$ cat config.mk
export PLATFORM = sky130hd
export DESIGN_NAME = writeback_stage
export DESIGN_NICKNAME = d
export VERILOG_FILES = /design/src/rtl/writeback_stage_pkg.sv /design/src/rtl/writeback_stage_register_file.sv /design/src/rtl/writeback_stage.sv
export SDC_FILE = /design/constraint.sdc
export NUM_CORES = 2
export LEC_CHECK = 0
export BUFFER_PORTS_ARGS = -buffer_cell sky130_fd_sc_hd__buf_2
export CORE_ASPECT_RATIO = 0.5
export CORE_MARGIN = 5
export CORE_UTILIZATION = 25
export DETAILED_ROUTE_END_ITERATION = 6
export PLACE_DENSITY = 0.39
export SYNTH_ARGS = -nofsm -noshare
export SYNTH_HDL_FRONTEND = slang
export SYNTH_SLANG_ARGS = --single-unit
$ cat constraint.sdc
create_clock -name clock -period 2.7 [get_ports clock]
set_clock_uncertainty 0.05 [all_clocks]
set_input_delay 0.405 -clock clock [delete_from_list [all_inputs] [get_ports clock]]
set_output_delay 0.405 -clock clock [all_outputs]
set_load 0.02 [all_outputs]
$ cat src/rtl/writeback_stage_pkg.sv
// Shared pipeline definitions: EX_WB bundle field positions and writeback FSM encodings.
package writeback_stage_pkg;

  localparam int RESULT_LSB = 0;
  localparam int PC_LSB     = 32;
  localparam int BR_BIT     = 65;
  localparam int WE_BIT     = 66;
  localparam int DEST_LSB   = 67;
  localparam int EXWB_W     = 100;

  localparam int DATA_W     = 32;
  localparam int REG_ADDR_W = 5;

  typedef enum logic {
    RUN    = 1'b0,
    SQUASH = 1'b1
  } wb_state_e;

endpackage

$ cat src/rtl/writeback_stage_register_file.sv
// Register file with two combinational read ports, one write port, r0 tied to zero
// and same-cycle write-through so decode sees a result in the cycle it commits.
import writeback_stage_pkg::*;

module register_file #(
  parameter int REG_COUNT = 32
) (
  input  logic                  clock,
  input  logic                  reset,
  input  logic                  wr_en,
  input  logic [REG_ADDR_W-1:0] wr_addr,
  input  logic [DATA_W-1:0]     wr_data,
  input  logic [REG_ADDR_W-1:0] rs_addr,
  input  logic [REG_ADDR_W-1:0] rt_addr,
  output logic [DATA_W-1:0]     rs_data,
  output logic [DATA_W-1:0]     rt_data
);

  logic [REG_COUNT-1:0][DATA_W-1:0] rf_flat;

  genvar gi;
  generate
    for (gi = 0; gi < REG_COUNT; gi++) begin : gen_reg
      if (gi == 0) begin : gen_zero
        assign rf_flat[gi] = '0;
      end else begin : gen_word
        logic [DATA_W-1:0] word_reg;

        always_ff @(posedge clock) begin
          if (reset) begin
            word_reg <= '0;
          end else if (wr_en && (wr_addr == REG_ADDR_W'(gi))) begin
            word_reg <= wr_data;
          end
        end

        assign rf_flat[gi] = word_reg;
      end
    end
  endgenerate

  // wr_en is only raised for non-zero destinations, so the bypass never hides r0
  always_comb begin
    rs_data = '0;
    if (rs_addr != '0) begin
      if (wr_en && (wr_addr == rs_addr)) begin
        rs_data = wr_data;
      end else begin
        rs_data = rf_flat[rs_addr];
      end
    end
  end

  always_comb begin
    rt_data = '0;
    if (rt_addr != '0) begin
      if (wr_en && (wr_addr == rt_addr)) begin
        rt_data = wr_data;
      end else begin
        rt_data = rf_flat[rt_addr];
      end
    end
  end

endmodule

$ cat src/rtl/writeback_stage.sv
// Final pipeline stage: commits EX_WB results, issues branch redirects to fetch,
// squashes the wrong-path bundles behind a taken branch and counts retirements.
import writeback_stage_pkg::*;

module writeback_stage #(
  parameter int SQUASH_CYCLES = 2,
  parameter int REG_COUNT     = 32
) (
  input  logic                  clock,
  input  logic                  reset,
  input  logic                  ex_valid,
  input  logic [EXWB_W-1:0]     EX_WB,
  input  logic [REG_ADDR_W-1:0] rs_addr,
  input  logic [REG_ADDR_W-1:0] rt_addr,
  output logic [DATA_W-1:0]     rs_data,
  output logic [DATA_W-1:0]     rt_data,
  output logic                  pc_redirect,
  output logic [DATA_W-1:0]     pc_target,
  output logic                  squashing,
  output logic [DATA_W-1:0]     retire_count
);

  localparam logic [2:0] SQUASH_LOAD = 3'(SQUASH_CYCLES);

  logic [DATA_W-1:0]     ex_result;
  logic [DATA_W-1:0]     ex_pc;
  logic                  ex_branch;
  logic                  ex_wr_en;
  logic [REG_ADDR_W-1:0] ex_dest;
  logic                  unused_reserved;

  assign ex_result       = EX_WB[RESULT_LSB +: DATA_W];
  assign ex_pc           = EX_WB[PC_LSB +: DATA_W];
  assign ex_branch       = EX_WB[BR_BIT];
  assign ex_wr_en        = EX_WB[WE_BIT];
  assign ex_dest         = EX_WB[DEST_LSB +: REG_ADDR_W];
  assign unused_reserved = ^{EX_WB[EXWB_W-1:DEST_LSB+REG_ADDR_W], EX_WB[PC_LSB+DATA_W]};

  wb_state_e         state_reg;
  logic [2:0]        squash_cnt_reg;
  logic              pc_redirect_reg;
  logic [DATA_W-1:0] pc_target_reg;
  logic [DATA_W-1:0] retire_count_reg;

  logic accept;
  logic commit;

  assign accept = ex_valid && (state_reg == RUN);
  assign commit = accept && ex_wr_en && (ex_dest != '0);

  register_file #(
    .REG_COUNT (REG_COUNT)
  ) u_register_file (
    .clock   (clock),
    .reset   (reset),
    .wr_en   (commit),
    .wr_addr (ex_dest),
    .wr_data (ex_result),
    .rs_addr (rs_addr),
    .rt_addr (rt_addr),
    .rs_data (rs_data),
    .rt_data (rt_data)
  );

  always_ff @(posedge clock) begin
    if (reset) begin
      state_reg        <= RUN;
      squash_cnt_reg   <= '0;
      pc_redirect_reg  <= 1'b0;
      pc_target_reg    <= '0;
      retire_count_reg <= '0;
    end else begin
      pc_redirect_reg <= 1'b0;
      case (state_reg)
        RUN: begin
          if (ex_valid) begin
            retire_count_reg <= retire_count_reg + 1'b1;
            if (ex_branch) begin
              pc_redirect_reg <= 1'b1;
              pc_target_reg   <= ex_pc;
              if (SQUASH_CYCLES > 0) begin
                state_reg      <= SQUASH;
                squash_cnt_reg <= SQUASH_LOAD;
              end
            end
          end
        end
        SQUASH: begin
          // only valid bundles consume squash slots; bubbles pass through untouched
          if (ex_valid) begin
            squash_cnt_reg <= squash_cnt_reg - 1'b1;
            if (squash_cnt_reg == 3'd1) begin
              state_reg <= RUN;
            end
          end
        end
        default: state_reg <= RUN;
      endcase
    end
  end

  assign pc_redirect  = pc_redirect_reg;
  assign pc_target    = pc_target_reg;
  assign squashing    = (state_reg == SQUASH);
  assign retire_count = retire_count_reg;

endmodule

==> flow_summary.ini <==
[run_status]
status = finished with violations
violations = setup timing

[placement]
pre_cts_ws_ns = -0.848
dpl-instance-area_sq_um = 63700
gp_congestion = 0.881
dpl.hpwl_mm = 185
portBuffers = 213

[clock_network]
numCtsBuffers = 113
h-tree-depth = 3
cts.path.max_buffers = 3
cts_root_buf = clkbuf_16
cts_num_sinks = 1061
clk-insertion-delay-late_ns = 0.73
clk_pin_slew_ns = 0.06
cts_tree = built

[finish]
largest_reg_flops = 992
fin_util_pct = 32.9
ff_latch_area_sq_um = 21300
multi_input_area_sq_um = 31300
drive_gt1_share_pct = 29.0
fillCellCount = 22200
finalNetCount = 6776
final_area_sq_um = 70600
syn_to_final_growth_pct = 30.9

[power]
max-vdd-ir-drop_mv = 0.624
p_per_area_nw_per_um2 = 529
p_leak_nw = 25.1

[setup_path]
critical_path_class = input pin to primary output
slowest_stage = or4_4
cp_data_arrival_time_ns = 2.76
cp_max_fo = 8
path_buf_inv = 6
start_kind = input pin
critPathTopFamily = buffers and inverters
crit_path_end_kind = primary output
cp_common_cell = buf_6
worstPathRequired_ns = 2.25
max_stage_delay_ns = 0.54
crit_chain = buf_2 > xor2_1 > or4_4 > a2111oi_4 > buf_6 > buf_12 > buf_16 > buf_6 > nand2_4 > nand2_8 > buf_6

[synthesis]
synth.cell_area_sq_um = 54000
synth.distinct_cells = 65
async_flop_share_pct = 0
synth_seq_cells = 1061
syn_nets = 6267
synth_edf_count = 0
yosysSeqAreaShare_pct = 39.4
netlist_instances = 6151
yosys_warnings = 0
ys.flop_type = dfxtp_1
syn_avg_cell_area_sq_um = 8.77

[timing]
hold_viol = 0
maxSlewViolCount = 0
fmax_mhz = 311
hold_slack_ns = 0.0581
max_slew_margin_pct = 39.7
worstMarginPinSlew_ns = 0.901
period_needed_ns = 3.21
setup_tns_ns = -24.79
setup_violations = 64
period_share_pct = 119
rsz0062_at_grt = yes
worst_slack_ns = -0.510

[die]
design.core.area_sq_um = 214000
start_util_pct = 25.2
design.die.area_sq_um = 226000
ios = 243
rows = 120
die_w_um = 667
die_y_um = 339

[routing]
wl_mm = 277
vias = 51100
ant_nets = 0
drc_errors = 0
firstDrtPassIters = 6
avgRoutedWirePerCell_um = 28.8
drt_iter0_drc = 5872
viasPerCell = 5.30

[global_route]
grt_pass1_vias = 47700
grt_start_max_net_pins = 108
antenna_found_initial = 20
grt_usage_pct = 23.7
grt_overflow = 0
grt_pass1_wl_mm = 388

[min_path]
min_path_type = input pin to flip-flop

[run]
cap_viol_max_count = 0
-- Yosys cell counts, drive strengths merged, types with 22 or more instances --
cell / instances / area share, %
a21oi: 981 / 9.1
a221oi: 32 / 0.52
a22o: 47 / 0.76
a22oi: 93 / 1.3
buf: 210 / 2.4
clkbuf: 432 / 3.0
dfxtp: 1061 / 39
mux2: 51 / 1.1
mux2i: 221 / 4.1
mux4: 429 / 18
nand2: 1989 / 14
nand3: 31 / 0.29
nand4: 26 / 0.30
nor2: 199 / 1.5
nor2b: 29 / 0.34
nor3: 26 / 0.24
o21ai: 37 / 0.34
o22ai: 39 / 0.45
xnor2: 22 / 0.36
-- logic make-up (layout without fill, tap and decap cells) --
family,Yosys count,count (layout),synth area share [%]
adder cells (fa/ha/maj),3,3,0.0696
other,0,11,0
AO/OA/AOI/OAI,1307,1307,13.7
multiplexers,701,701,23.1
buffers and inverters,655,1254,5.49
XOR/XNOR,36,36,0.584
flip-flops,1061,1061,39.4
AND/OR/NAND/NOR,2388,2388,17.7
-- cell type report --
class	instances	area share, %
multi-input cells	4435	44.3
flip-flops and latches	1061	30.1
repair buffers	1036	14.9
well taps	2867	5.08
clock buffers	167	4.80
clock inverters	38	0.735
inverters	13	0.0691
diodes	11	0.0390
-- final timing paths --
| kind | startpoint | endpoint | slack (ns) | cells past startpoint |
|---|---|---|---|---|
| max | rt_addr[4] | rt_data[24] | -0.51 | 11 |
| max reg2reg | squashing | flip-flop | 0.05 | 10 |
| min reg2reg | flip-flop | flip-flop | 0.41 | 2 |
| min | EX_WB[17] | flip-flop | 0.06 | 3 |
-- cell usage in the layout, fill, tap and decap left out, types with 11 or more instances in the layout --
master	count
dfxtp_1	1026
nand2_4	35
diode_2	11
or3_1	12
buf_4	552
nor3_1	18
nand3_1	23
a221oi_1	32
a21oi_1	967
a221o_1	11
buf_8	13
inv_1	13
nand4_1	26
buf_2	142
o21ai_4	18
clkbuf_16	116
xor2_1	14
dfxtp_2	34
dlygate4sd3_1	40
mux2i_1	219
clkbuf_8	37
nor2b_1	17
buf_6	91
a22o_1	38
mux2_2	49
a22oi_1	83
nand2_1	1898
nand2b_1	12
o21ai_0	11
clkbuf_1	18
o211ai_1	14
xnor2_1	22
nor2b_2	11
mux4_2	429
buf_12	186
nor2_1	163
nand2_2	49
o22ai_1	36
clkinv_2	14
nor2_4	31
-- metal layers --
layer	vias to the layer above	GRT usage [%]	part of all wire [%]
li1	22600	-	-
met1	26000	34.6	46
met2	2091	35.2	43
met3	340	4.41	7.7
met4	4	7.27	3.2
met5	-	0	0.0097
-- timing repair --
item                       4_1_cts  5_1_grt
setup endpoints to repair       96       95
hold endpoints to repair        67        0
hold buffers                    40        0
gates resized for setup        406      100
pin swaps                       58       29
gates cloned                     5        3
buffers inserted                42       19
-- tightest hold or removal path, delay by kind of cell --
family / cells / cell delay, ns
buffers and inverters: 1 / 0.25
AOI/OAI and AO/OA: 1 / 0.05
and+or+nand+nor: 1 / 0.11
-- where the power goes --
group | internal [mW] | switching [mW]
registers | 15.7 | 0.0633
clock network | 9.64 | 7.43
logic | 1.73 | 2.79
total | 27.1 | 10.3
-- per-stage QoR --
step | power [mW] | cells
after global routing | 38.5 | 9622
after CTS | 37.6 | 9603
after global placement | 20.2 | 9318
final | 37.4 | 9628
after detailed placement | 20.2 | 9318
after floorplan | 18.1 | 6151
(Power assumes the default switching activity.)
